===== src/rtl/id_scoreboard.sv =====
// Register scoreboard and issue interlock for the bluex ID stage (RAW/WAW on long-latency writes).
// Optional same-cycle write-back bypass of the hazard/full checks: define BLUEX_SB_WB_BYPASS_EN.
module id_scoreboard #(
  parameter int unsigned ADR_W   = 5,
  parameter int unsigned MAX_OUT = 4
) (
  input  logic                    clk,
  input  logic                    rst,
  input  logic                    id_valid,
  input  logic [ADR_W-1:0]        id_rs,
  input  logic [ADR_W-1:0]        id_rt,
  input  logic                    id_use_rs,
  input  logic                    id_use_rt,
  input  logic                    id_wr_en,
  input  logic [ADR_W-1:0]        id_addr_reg,
  input  logic                    id_long,
  output logic                    id_ready,
  input  logic                    wb_valid,
  input  logic [ADR_W-1:0]        wb_addr,
  output logic [(1<<ADR_W)-1:0]   pend_mask,
  output logic [3:0]              pend_cnt,
  output logic                    sb_err
);
  localparam int unsigned NREG  = 1 << ADR_W;
  localparam int unsigned CNT_W = 4;

  logic             wb_hit;
  logic             issue_set;
  logic             hazard;
  logic             full;
  logic [NREG-1:0]  wb_clr;
  logic [NREG-1:0]  set_vec;
  logic [NREG-1:0]  pend_view;
  logic [CNT_W-1:0] cnt_view;

  // A write-back only retires a register that is actually pending; GPR 0 never is.
  always_comb begin
    wb_hit = wb_valid && (wb_addr != '0) && pend_mask[wb_addr];
    wb_clr = '0;
    if (wb_hit) wb_clr[wb_addr] = 1'b1;
  end

`ifdef BLUEX_SB_WB_BYPASS_EN
  assign pend_view = pend_mask & ~wb_clr;
  assign cnt_view  = pend_cnt - CNT_W'(wb_hit);
`else
  assign pend_view = pend_mask;
  assign cnt_view  = pend_cnt;
`endif

  always_comb begin
    hazard    = (id_use_rs && (id_rs != '0) && pend_view[id_rs]) ||
                (id_use_rt && (id_rt != '0) && pend_view[id_rt]) ||
                (id_wr_en && (id_addr_reg != '0) && pend_view[id_addr_reg]);
    full      = (cnt_view == CNT_W'(MAX_OUT));
    id_ready  = !rst && id_valid && !hazard && !(id_wr_en && id_long && full);
    issue_set = id_ready && id_wr_en && id_long && (id_addr_reg != '0);
    set_vec   = '0;
    if (issue_set) set_vec[id_addr_reg] = 1'b1;
  end

  // Clear is applied before set, so a bypassed same-register reissue leaves the bit set.
  always_ff @(posedge clk or posedge rst) begin
    if (rst) begin
      pend_mask <= '0;
      pend_cnt  <= '0;
      sb_err    <= 1'b0;
    end else begin
      pend_mask <= (pend_mask & ~wb_clr) | set_vec;
      pend_cnt  <= pend_cnt + CNT_W'(issue_set) - CNT_W'(wb_hit);
      if (wb_valid && !wb_hit) sb_err <= 1'b1;
    end
  end
endmodule


===== config.mk =====
export PLATFORM = sky130hd
export DESIGN_NAME = id_scoreboard
export DESIGN_NICKNAME = d
export VERILOG_FILES = /design/src/rtl/id_scoreboard.sv
export SDC_FILE = /design/constraint.sdc
export NUM_CORES = 1
export LEC_CHECK = 0
export ABC_AREA = 1
export CORE_UTILIZATION = 50
export CTS_CLUSTER_DIAMETER = 120
export DETAILED_ROUTE_END_ITERATION = 10
export GPL_ROUTABILITY_DRIVEN = 0
export GPL_TIMING_DRIVEN = 0
export MAX_ROUTING_LAYER = met4
export PLACE_DENSITY_LB_ADDON = 0.12
export SYNTH_ARGS = -nofsm -noshare
export SYNTH_HDL_FRONTEND = slang
export SYNTH_SLANG_ARGS = --single-unit

===== constraint.sdc =====
create_clock -name clk -period 3.65 [get_ports clk]
set_clock_uncertainty 0.15 [all_clocks]
set_input_delay 0.73 -clock clk [delete_from_list [all_inputs] [get_ports clk]]
set_output_delay 0.73 -clock clk [all_outputs]
set_load 0.005 [all_outputs]

# After elaboration in Yosys (flattened, before gate mapping)
# Index checks and enable logic that the tools add are counted.
dict set report totals {
  ff_bits 37
  in_bits 28
  output_inout_bits 38
}
dict set report classes {
  add_sub_neg 2
  n_lt_le_gt_ge 6
  eq_ne 1
  n_mux 14
  bitwise 3
  n_reduce_logical 29
}
# operator n
set ops {}
lappend ops {{2-to-1 mux 32 bit} 2}
lappend ops {{bitwise AND 32 bit} 1}
lappend ops {{NOT 32 bit} 1}
lappend ops {{OR 32 bit} 1}
lappend ops {{< comparator 5 x 6 -> 1 bit (second input constant)} 4}
lappend ops {{binary-select mux 1 bit (select 5 bit)} 4}
lappend ops {{nonzero test 5 bit} 4}
lappend ops {{logical AND 1 bit} 19}
lappend ops {{demux 1 bit (select 5 bit)} 2}
lappend ops {{>= comparator 5 x 1 -> 1 bit (second input constant)} 2}
lappend ops {{2-to-1 mux 1 bit} 6}
lappend ops {{adder 4 x 1 -> 4 bit} 1}
lappend ops {{equality test 4 x 3 -> 1 bit (second input constant)} 1}
lappend ops {{logical NOT 1 bit} 4}
lappend ops {{subtractor 4 x 1 -> 4 bit} 1}
lappend ops {{logical OR 1 bit} 2}

# Depth between registers and ports, before layout
dict set report logic_depth {
  ltp_word 13
  mapped_depth 21
}

# Worst setup path after synthesis
# Ideal clock, no wire load.
dict set report synth_timing {
  kind {input port to flip-flop}
  start {in rst}
  end {reg pend_cnt[2]}
  setup_ps 124
  t_arrival_ps 3201
  setup_slack_ps 175
  cell_stages 12
  path_buffers 0
  path_cell_list {inv_1 -> o211ai_1 -> inv_1 -> nand2_1 -> nor2_2 -> and2_1 -> nand2_1 -> ha_1 -> inv_1 -> ha_1 -> fa_1 -> xor2_1}
}
dict set report synth_between {
  elab_chain_cells 9
}
# element line
set synth_rtl {}
lappend synth_rtl {{from (decl)} 8} ;# input logic rst,
lappend synth_rtl {{logical NOT 1 bit (no source line)} --}
lappend synth_rtl {{logical AND 1 bit (3 in a row)} 56} ;# id_ready = !rst && id_valid && !hazard && !(id_wr_en && id_long && full);
lappend synth_rtl {{via id_ready} 17} ;# output logic id_ready,
lappend synth_rtl {{logical AND 1 bit (3 in a row)} 57} ;# issue_set = id_ready && id_wr_en && id_long && (id_addr_reg != '0);
lappend synth_rtl {{adder 4 x 1 -> 4 bit} 70} ;# pend_cnt <= pend_cnt + CNT_W'(issue_set) - CNT_W'(wb_hit);
lappend synth_rtl {{subtractor 4 x 1 -> 4 bit} 70}
lappend synth_rtl {{to (signal assigned)} 70}
lappend synth_rtl {{to (decl)} 21} ;# output logic [3:0] pend_cnt,
# The timed path passes the listed nets, and every way through them passes these cells.
# A chain may end at the register's enable or synchronous reset.

# Final worst setup path
dict set report layout_timing {
  start {in id_rt[2]}
  end {out id_ready}
}
dict set report layout_between {
  elab_chain_cells 8
  elab_cells_between_ends 10
  classes_between {2 x mux; 8 x reduce/logical}
}
# element line
set layout_rtl {}
lappend layout_rtl {{from (decl)} 11} ;# input logic [ADR_W-1:0] id_rt,
lappend layout_rtl {{binary-select mux 1 bit (select 5 bit) or nonzero test 5 bit (tied branches)} 53} ;# (id_use_rt && (id_rt != '0) && pend_view[id_rt]) ||
lappend layout_rtl {{2-to-1 mux 1 bit (not written as such) or logical AND 1 bit (tied branches)} 53}
lappend layout_rtl {{logical AND 1 bit *} 53}
lappend layout_rtl {{logical OR 1 bit *} 52} ;# hazard = (id_use_rs && (id_rs != '0) && pend_view[id_rs]) ||
lappend layout_rtl {{logical OR 1 bit *} 53}
lappend layout_rtl {{logical NOT 1 bit *} 56}
lappend layout_rtl {{logical AND 1 bit * (2 in a row)} 56}
lappend layout_rtl {{to (decl)} 17}
# Mark *: on every way between the ends. The rest lies on a longest branch, timed or not. The select of a mux whose other input is x is not followed.

==> flow_summary.ini <==
[outcome]
status = finished clean

[timing]
timing.fmax_ghz = 0.278
setup_violations = 0
relSlewSlack = 0.694
min_period_ns = 3.60
worstMarginPinSlew_ns = 0.457
maxSlewViolCount = 0
timing.final.crit_share = 0.986
hold_viol_final = 0

[synthesis]
yosys.area_share.simple = 0.424
synth_mux_area_frac = 0
synthTopCellsByArea = dfrtp_1 (26%), nand2_1 (21%), inv_1 (6.5%)
yosys_warnings = 0
yosys.cell_types.count = 33
yosysSeqAreaShare = 0.260
synth_compound_area_frac = 0.179
yosys.cell_count.top_type = nand2_1
netlist.area_leader.share = 0.260
synthCells = 586
synth_top_area_cell = dfrtp_1
synth_xor_area_frac = 0.00492
synth-edff-count = 0
synth_fp_nets = 620
syn_area_per_cell_um2 = 6.07
synthArstFlopShare = 1.00
synth.cell_area_um2 = 3560
synth-adder-area-share = 0.0232
synth_top_family_by_area = simple AND/OR/NAND/NOR gates
ys_ff_latch = 37
synth_commonest_cells = nand2_1 (200), inv_1 (62), nor2_1 (57)
synthFlopType = dfrtp_1

[worst_setup_path]
cp.arrival_ns = 2.72
required_ns = 2.77
critPathMaxFanout = 4
end_kind = output port
crit_type = primary input to output port
cp_common_cell = nand2_1
slowest_stage = clkdlybuf4s50_1
cp_cell_sequence = clkdlybuf4s50_1 > inv_1 > nor2_1 > nand3_1 > nand2_1 > nor2_1 > nand2_1 > nand2_1 > nor2_2 > nor2_2 > and2_1 > clkdlybuf4s50_1
critPathTopFamily = buffers and inverters
critPathMaxStageDelay_ns = 0.50
critPathLaunchType = primary input
critPathBufInv = 3

[route]
viasPerCell = 5.82
vias = 4398
wirelength_mm = 12.8
drt-pass1-iter-count = 6
remaining_drc_errors = 0
wire_per_inst_um = 17.0
antenna_left = 0
drtIter0Drc = 589

[die]
core_region_area_um2 = 6830
die_x_um = 86.4
num_rows = 30
initial_core_util = 0.521
die_y_um = 86.4
dieArea_um2 = 7460
io-pin-count = 66

[layout]
layout-drive-gt1-share = 0.139
final_nets = 693
n_antenna_cell = 0
utilization = 0.674
areaGrowthSynthToFinish_pct = 29.3

[pwr]
peakVddDrop_uv = 270
pwr-share-comb = 0.460
clkPwrFrac = 0.211
pwr-share-seq = 0.329
power_mw = 1.83
p_int_mw = 1.11
p_leak_nw = 2.21
p_sw_mw = 0.717
p_sw_frac = 0.392
powerDensity_nw_per_um2 = 398

[global_routing]
grt-ovfl-total = 0
antenna_found_initial = 0
grt_max_degree = 39
grtUsageTotal = 0.349
grt_pass1_wl_mm = 19.4
grt_pass1_vias = 3927

[cts]
cts-root-buf = clkbuf_8
clk_latency_ns = 0.30
clk_path_buf_depth = 2
cts_tree = built
clk_pin_slew_ns = 0.08
cts-buffers-inserted = 5
cts.sinks = 37
htreeDepth = 2
hold_buffers = 0

[job]
maxCapViolCount = 0

[placement]
io_buffer_count = 63
dpl.hpwl_mm = 9.53

[worst_hold_path]
hp-class = register to register
==> layout make-up <==
type | count | area (um^2)
Tap cell | 96 | 120
Buffer | 23 | 136
Sequential cell | 37 | 926
Clock buffer | 6 | 82.6
Timing Repair Buffer | 66 | 652
Inverter | 72 | 283
Fill cell | 634 | 2230
Multi-Input combinational cell | 454 | 2370
Clock inverter | 2 | 37.5
==> sequential cells by signal, summed over array words and instances, names as in the netlist <==
register	cells
pend_cnt	4
pend_mask	32
sb_err	1
==> stage by stage <==
step                      TNS, ns  instance area, um^2  setup WS [ns]  hold slack, ns  instances
after floorplan                 0                 3560          0.175           0.301        586
after global placement      -2.85                 4310         -0.745           0.289        745
after detailed placement    -1.20                 4310         -0.378           0.298        745
after CTS                       0                 4470         0.0196           0.316        754
after global routing      -0.0284                 4600        -0.0284           0.346        756
final                           0                 4600         0.0512           0.311        756
==> power by group through the flow <==
stage	Clock (mW)	Sequential, mW	Combinational [mW]
2_1_floorplan	0	0.585	0.451
3_3_place_gp	0	0.602	0.785
3_5_place_dp	0	0.605	0.802
4_1_cts	0.387	0.598	0.812
5_1_grt	0.402	0.610	0.924
6_report	0.387	0.602	0.842
==> path summary, 6_finish.rpt <==
path	startpoint	to	slack, ns	cells after the start
max	id_rt[2]	id_ready	0.05	12
min	sb_err	sb_err	0.31	1
max reg2reg	pend_mask[6]	pend_cnt[2]	0.66	14
min reg2reg	sb_err	sb_err	0.31	1
max in group asynchronous	rst	pend_mask[16]	2.41	2
min in group asynchronous	rst	pend_mask[7]	0.64	2
==> cell families after synthesis <==
logic type | after synthesis
simple gates | 351
fa+ha+maj | 6
buf+inv | 95
flops | 37
compound gates | 95
xor+xnor | 2
==> per-layer routing <==
layer | vias to the layer above | global-route usage | part of all wire
met5 | - | - | 0
met4 | 0 | 0.133 | 0.043
met3 | 72 | 0.0457 | 0.096
met2 | 319 | 0.556 | 0.46
met1 | 1947 | 0.453 | 0.40
li1 | 2060 | - | -
==> layout by cell type (no fill, tap or decap), drive strengths merged, types with 8 or more instances in the layout <==
master	n
nor2	61
clkdlybuf4s50	49
nor3	18
o21bai	23
dfrtp	37
inv	70
clkbuf	17
buf	19
dlymetal6s2s	9
a21oi	16
nand4	32
o22ai	8
o21ai	37
nand3	33
o211ai	9
nand2	203
==> worst reg2reg max path, cell delays in order (launching register included) <==
cell and delay (ns):
dfrtp_1 0.42, inv_1 0.15, o21ai_0 0.12, o21ai_1 0.16, nand2_1 0.10, nor2_1 0.19, nand2_4 0.12, nand2_4 0.14
buf_6 0.20, inv_1 0.06, ha_1 0.27, inv_1 0.04, ha_1 0.19, fa_1 0.38, xor2_1 0.17
==> timing repair <==
| item | in CTS | in global routing |
|---|---|---|
| gates cloned | 0 | 1 |
| endpoints found under the setup margin | 2 | 4 |
| pin swaps | 1 | 1 |
| setup buffers | 1 | 1 |
| gates resized for setup | 19 | 48 |
No activity file was read; power rests on OpenSTA's default activity.
